`src/rtl/pc_gen.sv`:
```
// pc_gen -- program-counter generator for the fetch stage.
//
// Holds the architectural PC, resolves RV32I branch conditions plus JAL/JALR,
// and drives a req/ack fetch handshake. A redirect that arrives while a fetch
// is unacknowledged is parked in `pend` so the request address stays stable;
// the stale response is then dropped (inst_valid=0).
//
// Optional feature: define PC_TRAP_EN to add `trap`/`trap_vec`, a redirect
// source with priority over branches and jumps.
//
// Ports:
//   clk, rst            core clock (rising edge), async active-high reset
//   stall               freeze sequential advance (redirects still honoured)
//   br_en, br_funct     conditional branch and its funct3
//   zero, lt, ltu       ALU compare flags for rs1 vs rs2
//   jal, jalr           unconditional jumps
//   ex_pc, imm, rs1     operands for target computation
//   if_req, if_addr     fetch request and address (address == PC register)
//   if_ack              memory accepts request, data returned same cycle
//   inst_valid          returned instruction belongs to current path
//   redirect            1-cycle flush pulse for IF/ID
//   misalign            1-cycle pulse, taken target has bit 1 set
//   trap, trap_vec      (PC_TRAP_EN only) highest-priority redirect
module pc_gen #(
  parameter int                ADDR_W  = 32,
  parameter logic [ADDR_W-1:0] RST_VEC = '0
) (
  input  logic              clk,
  input  logic              rst,
  input  logic              stall,
  input  logic              br_en,
  input  logic [2:0]        br_funct,
  input  logic              zero,
  input  logic              lt,
  input  logic              ltu,
  input  logic              jal,
  input  logic              jalr,
  input  logic [ADDR_W-1:0] ex_pc,
  input  logic [ADDR_W-1:0] imm,
  input  logic [ADDR_W-1:0] rs1,
`ifdef PC_TRAP_EN
  input  logic              trap,
  input  logic [ADDR_W-1:0] trap_vec,
`endif
  output logic              if_req,
  output logic [ADDR_W-1:0] if_addr,
  input  logic              if_ack,
  output logic              inst_valid,
  output logic              redirect,
  output logic              misalign
);

  // state   | meaning
  // S_RESET | held in reset, no fetch request
  // S_FETCH | requesting if_addr = PC
  // S_DRAIN | old request still outstanding, redirect target waits in pend
  typedef enum logic [1:0] {
    S_RESET = 2'd0,
    S_FETCH = 2'd1,
    S_DRAIN = 2'd2
  } state_t;

  localparam logic [ADDR_W-1:0] LSB_CLR = {{(ADDR_W-1){1'b1}}, 1'b0};
  localparam logic [ADDR_W-1:0] INC4    = ADDR_W'(4);

  state_t            state, state_nxt;
  logic [ADDR_W-1:0] pc, pc_nxt;
  logic [ADDR_W-1:0] pend, pend_nxt;

  logic              br_tk;
  logic              tk;
  logic              trap_hit;
  logic [ADDR_W-1:0] target;
  logic              active;

  always_comb begin
    br_tk = 1'b0;
    case (br_funct)
      3'b000:  br_tk = zero;
      3'b001:  br_tk = ~zero;
      3'b100:  br_tk = lt;
      3'b101:  br_tk = ~lt;
      3'b110:  br_tk = ltu;
      3'b111:  br_tk = ~ltu;
      default: br_tk = 1'b0;
    endcase
  end

  always_comb begin
    trap_hit = 1'b0;
    tk       = (br_en & br_tk) | jal | jalr;
    if (jalr) target = (rs1 + imm) & LSB_CLR;
    else      target = ex_pc + imm;
`ifdef PC_TRAP_EN
    if (trap) begin
      trap_hit = 1'b1;
      tk       = 1'b1;
      target   = trap_vec;
    end
`endif
  end

  // Flag outputs stay quiet in reset so the reset values hold regardless of
  // whatever the execute stage presents.
  assign active   = (state != S_RESET);
  assign redirect = active & tk & (trap_hit | ~target[1]);
  assign misalign = active & tk & ~trap_hit & target[1];

  assign if_req  = active;
  assign if_addr = pc;

  always_comb begin
    state_nxt  = state;
    pc_nxt     = pc;
    pend_nxt   = pend;
    inst_valid = 1'b0;
    case (state)
      S_RESET: begin
        state_nxt = S_FETCH;
      end
      S_FETCH: begin
        if (redirect) begin
          // Without an ack the address must not move under the request.
          if (if_ack) begin
            pc_nxt = target;
          end else begin
            pend_nxt  = target;
            state_nxt = S_DRAIN;
          end
        end else if (if_ack) begin
          inst_valid = 1'b1;
          if (!stall && !misalign) pc_nxt = pc + INC4;
        end
      end
      S_DRAIN: begin
        // Whatever returns here is on the abandoned path.
        if (redirect) begin
          pend_nxt = target;
          if (if_ack) begin
            pc_nxt    = target;
            state_nxt = S_FETCH;
          end
        end else if (if_ack) begin
          pc_nxt    = pend;
          state_nxt = S_FETCH;
        end
      end
      default: begin
        state_nxt = S_RESET;
      end
    endcase
  end

  always_ff @(posedge clk or posedge rst) begin
    if (rst) begin
      state <= S_RESET;
      pc    <= RST_VEC;
      pend  <= '0;
    end else begin
      state <= state_nxt;
      pc    <= pc_nxt;
      pend  <= pend_nxt;
    end
  end

endmodule

```
`config.mk`:
```
export PLATFORM = sky130hd
export DESIGN_NAME = pc_gen
export DESIGN_NICKNAME = d
export VERILOG_FILES = /design/src/rtl/pc_gen.sv
export SDC_FILE = /design/constraint.sdc
export NUM_CORES = 1
export LEC_CHECK = 0
export CAP_MARGIN = 15
export CELL_PAD_IN_SITES_DETAIL_PLACEMENT = 1
export CELL_PAD_IN_SITES_GLOBAL_PLACEMENT = 2
export CORE_UTILIZATION = 33
export DETAILED_ROUTE_END_ITERATION = 8
export GPL_TIMING_DRIVEN = 0
export PLACE_DENSITY = 0.93
export SETUP_SLACK_MARGIN = 0.02
export SLEW_MARGIN = 15
export SYNTH_ARGS = -nofsm -noshare
export SYNTH_HDL_FRONTEND = slang
export SYNTH_SLANG_ARGS = --single-unit
```
`constraint.sdc`:
```
create_clock -name clk -period 6.57 [get_ports clk]
set_input_delay 1.314 -clock clk [delete_from_list [all_inputs] [get_ports clk]]
set_output_delay 1.314 -clock clk [all_outputs]
set_load 0.01 [all_outputs]
```
# Word level (Yosys, flattened, before mapping)
# Cells that the tools add are included.
# word_totals
output_inout_bits,36
input_bits,109
elab_cells,60
regBits,66
# classes
muxes,20
eq_ne,14
n_reduce_logical,10
n_bitwise,10
n_addsub,3
# op_table
operator,n
2-to-1 mux 32 bit,10
one-hot mux 32 bit (2 select lines),2
adder 32 bit,2
adder 32 x 3 -> 32 bit (second input constant),1
== test 3 bit (second input constant),4
inequality test 3 bit (second input constant),3
inequality test 2 bit (second input constant),4
AND reduction 4 bit,2
2-to-1 mux 2 bit,3
one-hot mux 1 bit (6 select lines),1
one-hot mux 2 bit (3 select lines),1
AND 1 bit,4
inverter 1 bit,4
nonzero test 2 bit,2
== test 3 x 1 -> 1 bit (second input constant),1
logical NOT 3 bit,1
2-to-1 mux 1 bit,3
AND reduction 3 bit,1
== test 2 x 1 -> 1 bit (second input constant),1
== test 2 bit (second input constant),1
logical NOT 1 bit,2
logical NOT 2 bit,1
OR 1 bit,2
logical AND 1 bit,1

# Longest topological paths before layout
# depth
word_depth,13
depth_mapped,13
depth_no_buf,11

# Worst setup path after synthesis
# No wires, ideal clock.
# synth_timing
kind,input -> output
startpoint,input ex_pc[0]
endpoint,output redirect
arrival_time_ns,3.144
t_required_ns,5.256
cell_stages,8
slack_ns,2.112
path_buffers,3
path_cell_list,ha_1 > fa_1 > mux2_2 > or2_0 > buf_2 > inv_2 > buf_2 > buf_1
# synth_via
elab_chain_len,4
# synth_rtl
item,line,text
"start, declared",38,"input logic [ADDR_W-1:0] ex_pc,"
adder 32 bit,93,else target = ex_pc + imm;
2-to-1 mux 32 bit,92,if (jalr) target = (rs1 + imm) & LSB_CLR;
inverter 1 bit,106,assign redirect = active & tk & (trap_hit | ~target[1]);
AND 1 bit,106,
"end, declared",49,"output logic redirect,"
# No other way between the ends.

# Worst setup path in the final report
# layout_timing
startpoint,input imm[0]
endpoint,output redirect
# layout_via
elab_chain_len,4
word_cells_on_any_way,5
cone_classes,add/sub (2); mux (1); bitwise (2)
# layout_rtl
item,line,text
"start, declared",39,"input logic [ADDR_W-1:0] imm,"
adder 32 bit (on tied branches),"93, 92",
2-to-1 mux 32 bit (*),92,
inverter 1 bit (*),106,
AND 1 bit (*),106,
# Every way passes the cells marked *; elsewhere a longest branch is shown, timed or not.

==> reports/results.ini <==
[floorplanning]
placeableCoreArea_mm2 = 0.02109
rows = 53
io_pins = 145
start_util_pct = 33.70
die_h_um = 148.8
dieArea_mm2 = 0.02213
die_w_um = 148.8

[min_path]
hp-class = reg -> reg
whs_path_depth = 2

[cts]
cts_made_buffers = 9
worstSkewPairLatency_ns = 0.34
hold_buffers = 0
cts_sinks = 66
htree_levels = 3
clockBufferDepth = 2
path_clk_slew_ns = 0.06
cts-root-buf = clkbuf_16
tritoncts = built
post_cts_buffers = 0
post_cts_resized = 0

[sta]
rsz0062_at_grt = no
slew_viol_final = 0
period_share_pct = 91.25
fin_tns_setup_ns = 0
finalHoldViolations = 0
fmax_ghz = 0.1668
tightest_slew_ns = 0.7295
min_period_ns = 5.995
slew_headroom_pct = 51.37
setup_violations = 0
final.setup_skew_ns = 0.005997

[setup_path]
worst_setup_path_end_kind = output port
path_class = in -> out
crit_fanout = 10
path_depth = 10
crit_path_start_kind = primary input
path_buf_inv = 6
crit_family = buffers and inverters
reg2reg_depth = 12
cp_slowest_cell = clkdlybuf4s50_1
worstPathRequired_ns = 5.26
arrival_ns = 4.68
crit_chain = clkdlybuf4s50_1 -> ha_1 -> fa_1 -> mux2_2 -> or2_0 -> buf_2 -> inv_2 -> buf_2 -> buf_1 -> clkdlybuf4s50_1
slowest_delay_ns = 0.66

[synthesis]
synthArstFlopShare_pct = 100.0
syn_nets = 1087
syn_avg_cell_area_um2 = 7.801
yosysTopAreaCellShare_pct = 23.24
synth_cell_type_count = 78
ys_ff_latch = 66
ys_warn_count = 0
netlist_instances = 911
syn_area_mm2 = 0.007107
synth.most_common_cell = nand2_1
synth_edf_count = 0
synth_ff_type = dfrtp_1
synth_seq_area_share_pct = 23.24
synth_top_area_cell = dfrtp_1
ys_top_cells_by_count = 98 x nand2_1, 91 x o21ai_0, 90 x a21oi_1, 66 x dfrtp_1, 65 x ha_1
yosys-top-cells-area = dfrtp_1 23%, ha_1 11%, o21ai_0 6.4%

[detailed_routing]
ant_nets = 0
via_per_inst = 5.672
vias = 7635
post_drt_wl_per_cell_um = 19.21
drc = 0
drtIter0Drc = 363
routed_wl_mm = 25.86
drt_first_pass_iters = 4

[placement]
gp_congestion = 0.8339
hpwl_mm = 21.00
numPortBuffers = 143

[pwr]
leakagePower_nw = 3.924
p_per_area_mw_per_mm2 = 311.4
max-vdd-ir-drop_uv = 117.2

[global_routing]
grt_max_degree = 37
track_usage_pct = 23.76
antenna_found_initial = 0
grt_pass1_vias = 7737
grt_pass1_wl_mm = 41.26
overflow = 0

[final_layout]
diodes = 0
layout-area-overhead-vs-synth_pct = 29.45
fin_nets = 1242
drive_above_1_share_pct = 4.388
fin_util_pct = 43.63

[flow_run]
drv_cap = 0

[outcome]
status = finished clean

## registers in the layout, indices dropped and copies added, names as in the netlist
name / cells
state: 2
if_addr: 32
pend: 32
## tightest hold or removal path, delay by kind of cell, from the launching register on
family	cells	cell delay (ns)
flip-flops	1	0.34
AO/OA/AOI/OAI	1	0.06
AND/OR/NAND/NOR	1	0.05
## cell usage in the layout, fill, tap and decap left out, drive strengths merged, types with 29 or more instances in the layout
| cell | Yosys | final |
|---|---|---|
| clkbuf | 31 | 40 |
| a21oi | 92 | 92 |
| ha | 65 | 65 |
| xnor2 | 42 | 42 |
| o21ai | 100 | 100 |
| clkdlybuf4s50 | 0 | 143 |
| dfrtp | 66 | 66 |
| a21o | 33 | 33 |
| nand2 | 99 | 99 |
| xor2 | 29 | 29 |
| nor2 | 63 | 63 |
## kinds of logic (layout without fill, tap and decap cells)
group,Yosys count,count (layout),synth area share [%]
compound gates,356,356,32.32
xor+xnor,71,71,8.750
fa+ha+maj,67,67,12.01
buf+inv,71,231,3.891
flops,66,66,23.24
mux,16,16,2.342
simple gates,264,264,17.45
## worst paths after layout
path                       slack (ns)                  from                 endpoint
setup / recovery                 0.57                imm[0]                 redirect
hold / removal                   0.48  pend[14]$_DFFE_PP0P_     pend[14]$_DFFE_PP0P_
setup reg to reg                 3.77  state[1]$_DFFE_PP0P_      pend[7]$_DFFE_PP0P_
hold reg to reg                  0.48  pend[14]$_DFFE_PP0P_     pend[14]$_DFFE_PP0P_
max in group asynchronous        4.69                   rst      pend[7]$_DFFE_PP0P_
min in group asynchronous        1.34                   rst  if_addr[29]$_DFFE_PP0P_
## final cells by class
| cell class | count | area [um^2] |
|---|---|---|
| Multi-Input combinational cell | 774 | 5179 |
| Fill cell | 2609 | 11890 |
| Clock buffer | 9 | 225.2 |
| Clock inverter | 7 | 70.07 |
| Sequential cell | 66 | 1652 |
| Tap cell | 275 | 344.1 |
| Inverter | 29 | 111.4 |
| Buffer | 42 | 167.7 |
| Timing Repair Buffer | 144 | 1451 |
## metrics by stage
| stage | hold slack (ns) | instances | setup WS [ns] | instance area, um^2 | total power [mW] |
|---|---|---|---|---|---|
| final | 0.4839 | 1346 | 0.5748 | 9200 | 2.865 |
| after global routing | 0.4994 | 1346 | 0.4372 | 9200 | 3.070 |
| after CTS | 0.4823 | 1346 | 0.5656 | 9200 | 2.866 |
| after detailed placement | 0.4702 | 1330 | 0.5728 | 8905 | 2.368 |
| after global placement | 0.4579 | 1329 | 0.6047 | 8882 | 2.322 |
| after floorplan | 0.4443 | 911 | 2.112 | 7107 | 1.719 |
## where the power goes
| group | internal [mW] | switching (mW) | total [mW] |
|---|---|---|---|
| Sequential | 0.580 | 0.174 | 0.753 |
| Clock | 0.292 | 0.188 | 0.480 |
| Combinational | 0.692 | 0.939 | 1.63 |
## per-layer routing
metal  vias up  global-route usage (%)  routed length, um
li1       3701                       -                  -
met1      3742                   33.74              12770
met2       162                   38.69              11940
met3        30                   2.263                762
met4         0                   5.663                386
met5         -                       0                  0
Note: power is estimated with default switching activity, not from simulation.
